[config.mk]
export PLATFORM = sky130hd
export DESIGN_NAME = data_mem_responder
export DESIGN_NICKNAME = d
export VERILOG_FILES = /design/src/rtl/data_mem_responder_pkg.sv /design/src/rtl/data_mem_responder_dmem_array.sv /design/src/rtl/data_mem_responder.sv
export SDC_FILE = /design/constraint.sdc
export NUM_CORES = 2
export LEC_CHECK = 0
export CORE_MARGIN = 3
export CORE_UTILIZATION = 65
export CTS_CLUSTER_DIAMETER = 100
export CTS_CLUSTER_SIZE = 16
export DETAILED_ROUTE_END_ITERATION = 16
export PLACE_DENSITY_LB_ADDON = 0.1
export SLEW_MARGIN = 20
export SYNTH_ARGS = -nofsm -noshare
export SYNTH_HDL_FRONTEND = slang
export SYNTH_HIERARCHICAL = 1
export SYNTH_SLANG_ARGS = --single-unit
[constraint.sdc]
create_clock -name clk -period 14.35 [get_ports clk]
set_input_delay 3.5875 -clock clk [delete_from_list [all_inputs] [get_ports clk]]
set_output_delay 3.5875 -clock clk [all_outputs]
set_load 0.05 [all_outputs]
[src/rtl/data_mem_responder_pkg.sv]
// Shared definitions for the Mem-stage data memory responder: word and
// address widths, default configuration, FSM state encoding and an
// address-window helper.
package data_mem_responder_pkg;

  localparam int WORD_LEN    = 32;
  localparam int ADDRESS_LEN = 32;

  localparam logic [ADDRESS_LEN-1:0] DEFAULT_ADDR_BASE   = 32'd1024;
  localparam int                     DEFAULT_DEPTH       = 64;
  localparam int                     DEFAULT_WAIT_CYCLES = 4;

  typedef enum logic [1:0] {
    ST_IDLE = 2'd0,
    ST_WAIT = 2'd1,
    ST_DONE = 2'd2
  } dmem_state_e;

  // True when a byte address falls inside [base, base + 4*depth).
  // The subtraction wraps for addresses below base, so the lower bound
  // is checked explicitly.
  function automatic logic addr_in_window(input logic [ADDRESS_LEN-1:0] addr,
                                          input logic [ADDRESS_LEN-1:0] base,
                                          input logic [31:0]            depth);
    logic [ADDRESS_LEN-1:0] woff;
    woff = (addr - base) >> 2;
    return (addr >= base) && (woff < depth);
  endfunction

endpackage

[src/rtl/data_mem_responder_dmem_array.sv]
// Word array behind the responder: synchronous write port and a registered
// read port. The read register can also be loaded with an explicit value
// (zero for illegal accesses, or forwarded data), so it is the single
// source of the responder's rdata output.
module dmem_array
  import data_mem_responder_pkg::*;
#(
  parameter int DEPTH = DEFAULT_DEPTH,
  parameter int WIDTH = WORD_LEN,
  parameter int IDX_W = (DEPTH > 1) ? $clog2(DEPTH) : 1
) (
  input  logic             clk_i,
  input  logic             rst_i,
  input  logic             we_i,
  input  logic [IDX_W-1:0] waddr_i,
  input  logic [WIDTH-1:0] wdata_i,
  input  logic             re_i,
  input  logic [IDX_W-1:0] raddr_i,
  input  logic             ld_i,
  input  logic [WIDTH-1:0] ld_data_i,
  output logic [WIDTH-1:0] rdata_o
);

  logic [WIDTH-1:0] mem_q [DEPTH];
  logic [WIDTH-1:0] rdata_q;

  // Storage update; contents deliberately survive reset.
  always_ff @(posedge clk_i) begin
    if (we_i) begin
      mem_q[waddr_i] <= wdata_i;
    end
  end

  // Read register: explicit load wins over an array read, otherwise hold.
  always_ff @(posedge clk_i) begin
    if (rst_i) begin
      rdata_q <= '0;
    end else if (ld_i) begin
      rdata_q <= ld_data_i;
    end else if (re_i) begin
      rdata_q <= mem_q[raddr_i];
    end
  end

  assign rdata_o = rdata_q;

endmodule

[src/rtl/data_mem_responder.sv]
// Mem-stage data memory responder. Accepts held word read/write requests,
// services them from dmem_array after WAIT_CYCLES wait states, pulses ready
// (with err for illegal/out-of-range accesses) and drives freeze to stall
// the pipeline while an access is outstanding.
// Optional feature macro: DMEM_WRITE_BUFFER_EN adds a one-entry posted-write
// buffer with read forwarding; the default build has no buffer.
module data_mem_responder
  import data_mem_responder_pkg::*;
#(
  parameter logic [ADDRESS_LEN-1:0] ADDR_BASE   = DEFAULT_ADDR_BASE,
  parameter int                     DEPTH       = DEFAULT_DEPTH,
  parameter int                     WAIT_CYCLES = DEFAULT_WAIT_CYCLES
) (
  input  logic                   clk,
  input  logic                   rst,
  input  logic                   req_rd,
  input  logic                   req_wr,
  input  logic [ADDRESS_LEN-1:0] req_addr,
  input  logic [WORD_LEN-1:0]    req_wdata,
  output logic                   ready,
  output logic [WORD_LEN-1:0]    rdata,
  output logic                   freeze,
  output logic                   err
);

  localparam int         IDX_W     = (DEPTH > 1) ? $clog2(DEPTH) : 1;
  localparam logic [3:0] WAIT_LOAD = 4'(WAIT_CYCLES);

  // FSM state and captured request
  dmem_state_e          state_q;
  logic [3:0]           cnt_q;
  logic [IDX_W-1:0]     idx_q;
  logic [WORD_LEN-1:0]  wdata_q;
  logic                 rd_q;
  logic                 wr_q;
  logic                 oor_q;
  logic                 ready_q;
  logic                 err_q;

  // Decode of the live request
  logic                 req_any_s;
  logic                 oor_now_s;
  logic [IDX_W-1:0]     idx_now_s;
  logic                 done_go_s;
  logic                 illegal_s;
  logic                 accept_slow_s;

  // Array control
  logic                 arr_we_s;
  logic [IDX_W-1:0]     arr_waddr_s;
  logic [WORD_LEN-1:0]  arr_wdata_s;
  logic                 arr_re_s;
  logic [IDX_W-1:0]     arr_raddr_s;
  logic                 arr_ld_s;
  logic [WORD_LEN-1:0]  arr_ld_data_s;
  logic [WORD_LEN-1:0]  arr_rdata_s;

`ifdef DMEM_WRITE_BUFFER_EN
  // Posted-write buffer
  logic                 buf_valid_q;
  logic [IDX_W-1:0]     buf_idx_q;
  logic [WORD_LEN-1:0]  buf_data_q;
  logic [3:0]           drain_cnt_q;
  logic                 buf_fill_s;
  logic                 fwd_s;
  logic                 fast_oor_wr_s;
  logic                 accept_fast_s;
  logic                 drain_now_s;
`endif

  // Address decode of the live request and end-of-wait detection.
  always_comb begin
    req_any_s = req_rd | req_wr;
    oor_now_s = ~addr_in_window(req_addr, ADDR_BASE, 32'(DEPTH));
    idx_now_s = IDX_W'((req_addr - ADDR_BASE) >> 2);
    // rst gating keeps an access that is being reset from touching the array
    done_go_s = (state_q == ST_WAIT) && (cnt_q == 4'd0) && req_any_s && !rst;
    illegal_s = (rd_q & wr_q) | oor_q;
  end

`ifdef DMEM_WRITE_BUFFER_EN
  // Acceptance decisions in IDLE: fast (buffer fill, forward, rejected
  // write) versus the normal wait-state path, which waits for the buffer
  // to drain so the two array write sources never collide.
  always_comb begin
    buf_fill_s    = (state_q == ST_IDLE) && req_wr && !req_rd && !oor_now_s && !buf_valid_q;
    fwd_s         = (state_q == ST_IDLE) && req_rd && !req_wr && !oor_now_s && buf_valid_q
                    && (idx_now_s == buf_idx_q);
    fast_oor_wr_s = (state_q == ST_IDLE) && req_wr && !req_rd && oor_now_s;
    accept_fast_s = buf_fill_s | fwd_s | fast_oor_wr_s;
    accept_slow_s = (state_q == ST_IDLE) && req_any_s && !accept_fast_s && !buf_valid_q;
    drain_now_s   = buf_valid_q && (drain_cnt_q == 4'd0) && !rst;
  end
`else
  // Any request seen in IDLE starts the wait-state sequence.
  always_comb begin
    accept_slow_s = (state_q == ST_IDLE) && req_any_s;
  end
`endif

  // Array port steering: completion writes/reads, zero load on illegal
  // accesses, plus buffer drain and forwarding when the buffer exists.
  always_comb begin
    arr_re_s    = done_go_s & rd_q & ~wr_q & ~oor_q;
    arr_raddr_s = idx_q;
`ifdef DMEM_WRITE_BUFFER_EN
    arr_we_s      = (done_go_s & wr_q & ~rd_q & ~oor_q) | drain_now_s;
    arr_waddr_s   = drain_now_s ? buf_idx_q : idx_q;
    arr_wdata_s   = drain_now_s ? buf_data_q : wdata_q;
    arr_ld_s      = (done_go_s & illegal_s) | fwd_s;
    arr_ld_data_s = fwd_s ? buf_data_q : {WORD_LEN{1'b0}};
`else
    arr_we_s      = done_go_s & wr_q & ~rd_q & ~oor_q;
    arr_waddr_s   = idx_q;
    arr_wdata_s   = wdata_q;
    arr_ld_s      = done_go_s & illegal_s;
    arr_ld_data_s = {WORD_LEN{1'b0}};
`endif
  end

  // Responder FSM with registered ready/err pulses.
  always_ff @(posedge clk) begin
    if (rst) begin
      state_q <= ST_IDLE;
      cnt_q   <= 4'd0;
      idx_q   <= '0;
      wdata_q <= '0;
      rd_q    <= 1'b0;
      wr_q    <= 1'b0;
      oor_q   <= 1'b0;
      ready_q <= 1'b0;
      err_q   <= 1'b0;
    end else begin
      ready_q <= 1'b0;
      err_q   <= 1'b0;
      case (state_q)
        ST_IDLE: begin
`ifdef DMEM_WRITE_BUFFER_EN
          if (accept_fast_s) begin
            state_q <= ST_DONE;
            ready_q <= 1'b1;
            err_q   <= fast_oor_wr_s;
          end else
`endif
          if (accept_slow_s) begin
            state_q <= ST_WAIT;
            cnt_q   <= WAIT_LOAD;
            idx_q   <= idx_now_s;
            wdata_q <= req_wdata;
            rd_q    <= req_rd;
            wr_q    <= req_wr;
            oor_q   <= oor_now_s;
          end else begin
            state_q <= ST_IDLE;
          end
        end
        ST_WAIT: begin
          if (!req_any_s) begin
            state_q <= ST_IDLE;
          end else if (cnt_q == 4'd0) begin
            state_q <= ST_DONE;
            ready_q <= 1'b1;
            err_q   <= illegal_s;
          end else begin
            cnt_q <= cnt_q - 4'd1;
          end
        end
        ST_DONE: begin
          state_q <= ST_IDLE;
        end
        default: begin
          state_q <= ST_IDLE;
        end
      endcase
    end
  end

`ifdef DMEM_WRITE_BUFFER_EN
  // Posted-write buffer: fill on a fast write, drain into the array after
  // WAIT_CYCLES+1 cycles; reset discards the entry without writing it.
  always_ff @(posedge clk) begin
    if (rst) begin
      buf_valid_q <= 1'b0;
      buf_idx_q   <= '0;
      buf_data_q  <= '0;
      drain_cnt_q <= 4'd0;
    end else if (buf_fill_s) begin
      buf_valid_q <= 1'b1;
      buf_idx_q   <= idx_now_s;
      buf_data_q  <= req_wdata;
      drain_cnt_q <= WAIT_LOAD;
    end else if (buf_valid_q) begin
      if (drain_cnt_q == 4'd0) begin
        buf_valid_q <= 1'b0;
      end else begin
        drain_cnt_q <= drain_cnt_q - 4'd1;
      end
    end
  end
`endif

  dmem_array #(
    .DEPTH (DEPTH),
    .WIDTH (WORD_LEN),
    .IDX_W (IDX_W)
  ) u_array (
    .clk_i     (clk),
    .rst_i     (rst),
    .we_i      (arr_we_s),
    .waddr_i   (arr_waddr_s),
    .wdata_i   (arr_wdata_s),
    .re_i      (arr_re_s),
    .raddr_i   (arr_raddr_s),
    .ld_i      (arr_ld_s),
    .ld_data_i (arr_ld_data_s),
    .rdata_o   (arr_rdata_s)
  );

  assign ready  = ready_q;
  assign err    = err_q;
  assign rdata  = arr_rdata_s;
  assign freeze = req_any_s & ~ready_q;

endmodule

==> summary.txt <==
Die
  • DIE AREA: ~0.13 mm²
  • Die width: approximately 360 µm
  • # rows: 129
  • Core area: ~0.12 mm²
  • Ports: about 100
  • Die H: about 360 µm
  • Initial Utilization: ~66%

Logic synthesis
  • Synth Cell Area: 0.08220 mm²
  • Simple-gate share of the synthesized area: between 2 and 3%
  • Post-Synthesis Cells: just under 4k
  • Post-synthesis cell type count: 73
  • Synth warn: 6
  • Share of the synthesized area in the top cell type: roughly three quarters
  • Compound-gate portion of the synthesized area: 2.979%
  • Synth area leader: edfxtp_1
  • Adder-cell share of the synthesized area: 0.01522%
  • Syn Area/Cell: 21.32 µm²
  • Largest family of logic cells by synthesized area: multiplexers
  • Post-synthesis sequential area ratio: roughly three quarters
  • Xor/xnor share of the synthesized area: less than 1%
  • Synth async-reset ratio: 0%
  • Synth Flop Type: edfxtp_1
  • EDFF count, synth: between 2k and 2.5k
  • Dominant cells by area after synthesis: edfxtp_1 75%, mux4_2 13%, mux2i_1 2.1%
  • FF+latch count, synth: ~2.1k
  • Mux contribution to synthesized area: about 16%

STA
  • Final slew viol count: 0
  • Worst Clk Skew: 32.09 ps
  • Min Tclk post-route: 8697 ps
  • Worst rel slew slack: 22.25%
  • Count of final setup violators: 0
  • Period utilization: about three fifths
  • RSZ-0062 raised after global routing: no
  • Worst-margin pin slew: between 1000 and 1500 ps
  • F_max: about 110 MHz
  • Setup ws final: 5653 ps
  • Final hold violation count: 0
  • Setup TNS: 0 ps

Power and ir drop
  • Pwr Total: 11.82 mW
  • PD cells: around 130 mW/mm²
  • Static leakage: 27.45 nW
  • Peak supply drop: 133.8 µV

Worst setup path
  • CP Cell Sequence: clkdlybuf4s50_1 > nor2_1 > nor2_1 > clkdlybuf4s50_1
  • Startpoint Class: primary input
  • CP arrival: 5110 ps
  • WS Path Type: in -> out
  • CP delay by family, top: buffers and inverters
  • Slowest CP cell: clkdlybuf4s50_1
  • CP bufs+invs: 2
  • Peak fanout along the critical path: 4
  • Critical Path Sink Type: primary output
  • Required time worst endpoint: between 10000 and 15000 ps
  • Crit-path max cell delay: around 810 ps

Route
  • DRC violations left: 0
  • Via density: 7.066
  • Antenna viol nets, final: 0
  • DRT Pass-1 Iters: 6
  • DR WL/cell: 34.64 µm
  • Drt initial violations: 5652
  • WL final: 200000 µm
  • Via count: ~40k

Worst hold path
  • HP Class: reg -> reg

Final layout
  • Area growth syn-to-layout: 9.519%
  • Final std cells w/o fill: 5774
  • Layout fillers: around 7.3k
  • Reg area: between 0.06 and 0.07 mm²
  • Area of the multi-input gates: 0.01835 mm²
  • Share of cells above drive strength 1: a little under a quarter
  • Nets: around 4.1k
  • Design area: approximately 0.090 mm²

Clocking
  • Setup bufs post-CTS: 0
  • Worst-path clk slew: around 70 ps
  • Clock Tree Root: clkbuf_16
  • Post_cts resized: 0
  • Cts bufs inserted: about 150
  • Hold_buf cts: 0
  • Clk sinks: 2129
  • H-Tree Depth: 4
  • Maximum buffer depth of the clock tree: 3
  • Clk_lat worst skew: slightly below 800 ps
  • CTS tree: built

Place
  • GP Congestion: around 0.84
  • Buffers on Ports: 100
  • Post-DP Area: around 0.086 mm²
  • DP Worst Slack: 5643 ps
  • HPWL after DPL: 113900 µm
  • Cell count after placement: about 5.5k

Status
  • Outcome: finished clean

Global routing
  • Initial antenna violation count: 3
  • Global-route wire length before repair: 288400 µm
  • Vias in the first global route: just over 40k
  • GRT Total Usage: about 31%
  • Grt total ovfl: 0
  • Largest net degree at the start of global routing: ~110

Flow run
  • Max-cap viol count: 0
## flip-flops by register name (all words and copies together), names as in the netlist
name             flops
oor_q                1
state_q              2
cnt_q                4
ready                1
arr_raddr_s          6
u_array/mem_q     2048
arr_wdata_s         32
rd_q                 1
err                  1
u_array/rdata_o     32
wr_q                 1
## stage by stage
stage / hold slack, ps / util, %
finish: 480.3 / 72.25
global route: 499.4 / 72.25
CTS: 480.6 / 72.22
detailed placement: 470.3 / 68.77
global placement: 466.3 / 68.77
floorplan: 462.3 / -
## logic make-up (layout without fill, tap and decap cells)
kind of cell	after synthesis	after routing
XOR/XNOR	1	1
buffers and inverters	238	484
multiplexers	690	690
adder cells (fa/ha/maj)	1	1
flip-flops	2129	2129
AND/OR/NAND/NOR	434	434
other	1	36
AO/OA/AOI/OAI	362	362
## final cells by class
type | count | share of cell area [%]
Antenna cell | 2 | 0.005559
Clock buffer | 227 | 4.656
Clock inverter | 9 | 0.1292
Inverter | 13 | 0.05559
Multi-Input combinational cell | 1522 | 20.38
Sequential cell | 2129 | 70.20
Tap cell | 1637 | 2.275
Timing Repair Buffer | 235 | 2.295
## placed cells by master (no fill, tap or decap), types with 10 or more instances in the layout
cell type	Yosys	routed
edfxtp_1	2048	2048
mux4_2	487	487
mux2i_1	174	174
clkbuf_16	0	157
buf_4	33	131
clkdlybuf4s50_1	0	99
a21oi_1	84	84
nand3_1	81	81
nand2_1	74	74
clkbuf_1	101	70
nor2_4	0	63
nor2_1	125	62
o21ai_0	56	56
a211oi_1	45	45
dfxtp_1	81	43
conb_1	1	34
nor2b_1	34	33
a22oi_1	33	33
a22o_1	31	31
mux2_2	29	29
dfxtp_2	0	25
o22ai_1	23	23
nor4_1	20	20
nor3b_1	20	19
nor3_1	20	18
a221oi_1	17	17
o211ai_1	16	16
dfxtp_4	0	13
nand4_1	12	12
o221ai_1	11	11
nand2b_1	10	10
## per-layer routing
metal	GRT usage [%]	part of all wire (%)	vias to the layer above
li1	-	-	16479
met1	45.50	37	21456
met2	48.54	48	2475
met3	5.717	11	387
met4	11.73	4.2	0
met5	0	0	-
## where the power goes
group	internal, mW	switching, mW	total, mW
logic	0.336	0.531	0.866
registers	6.88	0.0641	6.95
clock network	2.02	1.99	4.01
total	9.23	2.58	11.8
## worst register-to-register path, delay by kind of cell (launching register included)
kind	cells	cell delay, ps
buf+inv	2	1270
flops	1	340
simple gates	4	3900
## cells in the mapped netlist (12+ instances only)
| cell | count |
|---|---|
| dfxtp_1 | 81 |
| o211ai_1 | 16 |
| mux4_2 | 487 |
| nor3_1 | 20 |
| mux2_2 | 29 |
| nor2b_1 | 34 |
| a221oi_1 | 17 |
| nor2_1 | 125 |
| nor3b_1 | 20 |
| a21oi_1 | 84 |
| o22ai_1 | 23 |
| clkbuf_1 | 101 |
| buf_1 | 16 |
| edfxtp_1 | 2048 |
| buf_6 | 24 |
| a22o_1 | 31 |
| buf_4 | 33 |
| a22oi_1 | 33 |
| o21ai_0 | 56 |
| nor4_1 | 20 |
| a211oi_1 | 45 |
| nand4_1 | 12 |
| buf_2 | 42 |
| mux2i_1 | 174 |
| nand3_1 | 81 |
| nand2_1 | 74 |
## path summary, 6_finish.rpt
check / endpoint / slack [ps] / from / depth (start not counted)
worst max-delay path: freeze / 5650 / req_wr / 4
worst min-delay path: arr_wdata_s[0] / 480 / arr_wdata_s[0] / 2
worst max register to register: u_array/mem_q[5][12] / 8490 / state_q[0] / 6
worst min register to register: arr_wdata_s[0] / 480 / arr_wdata_s[0] / 2
Power figures use the tool's default switching activity.
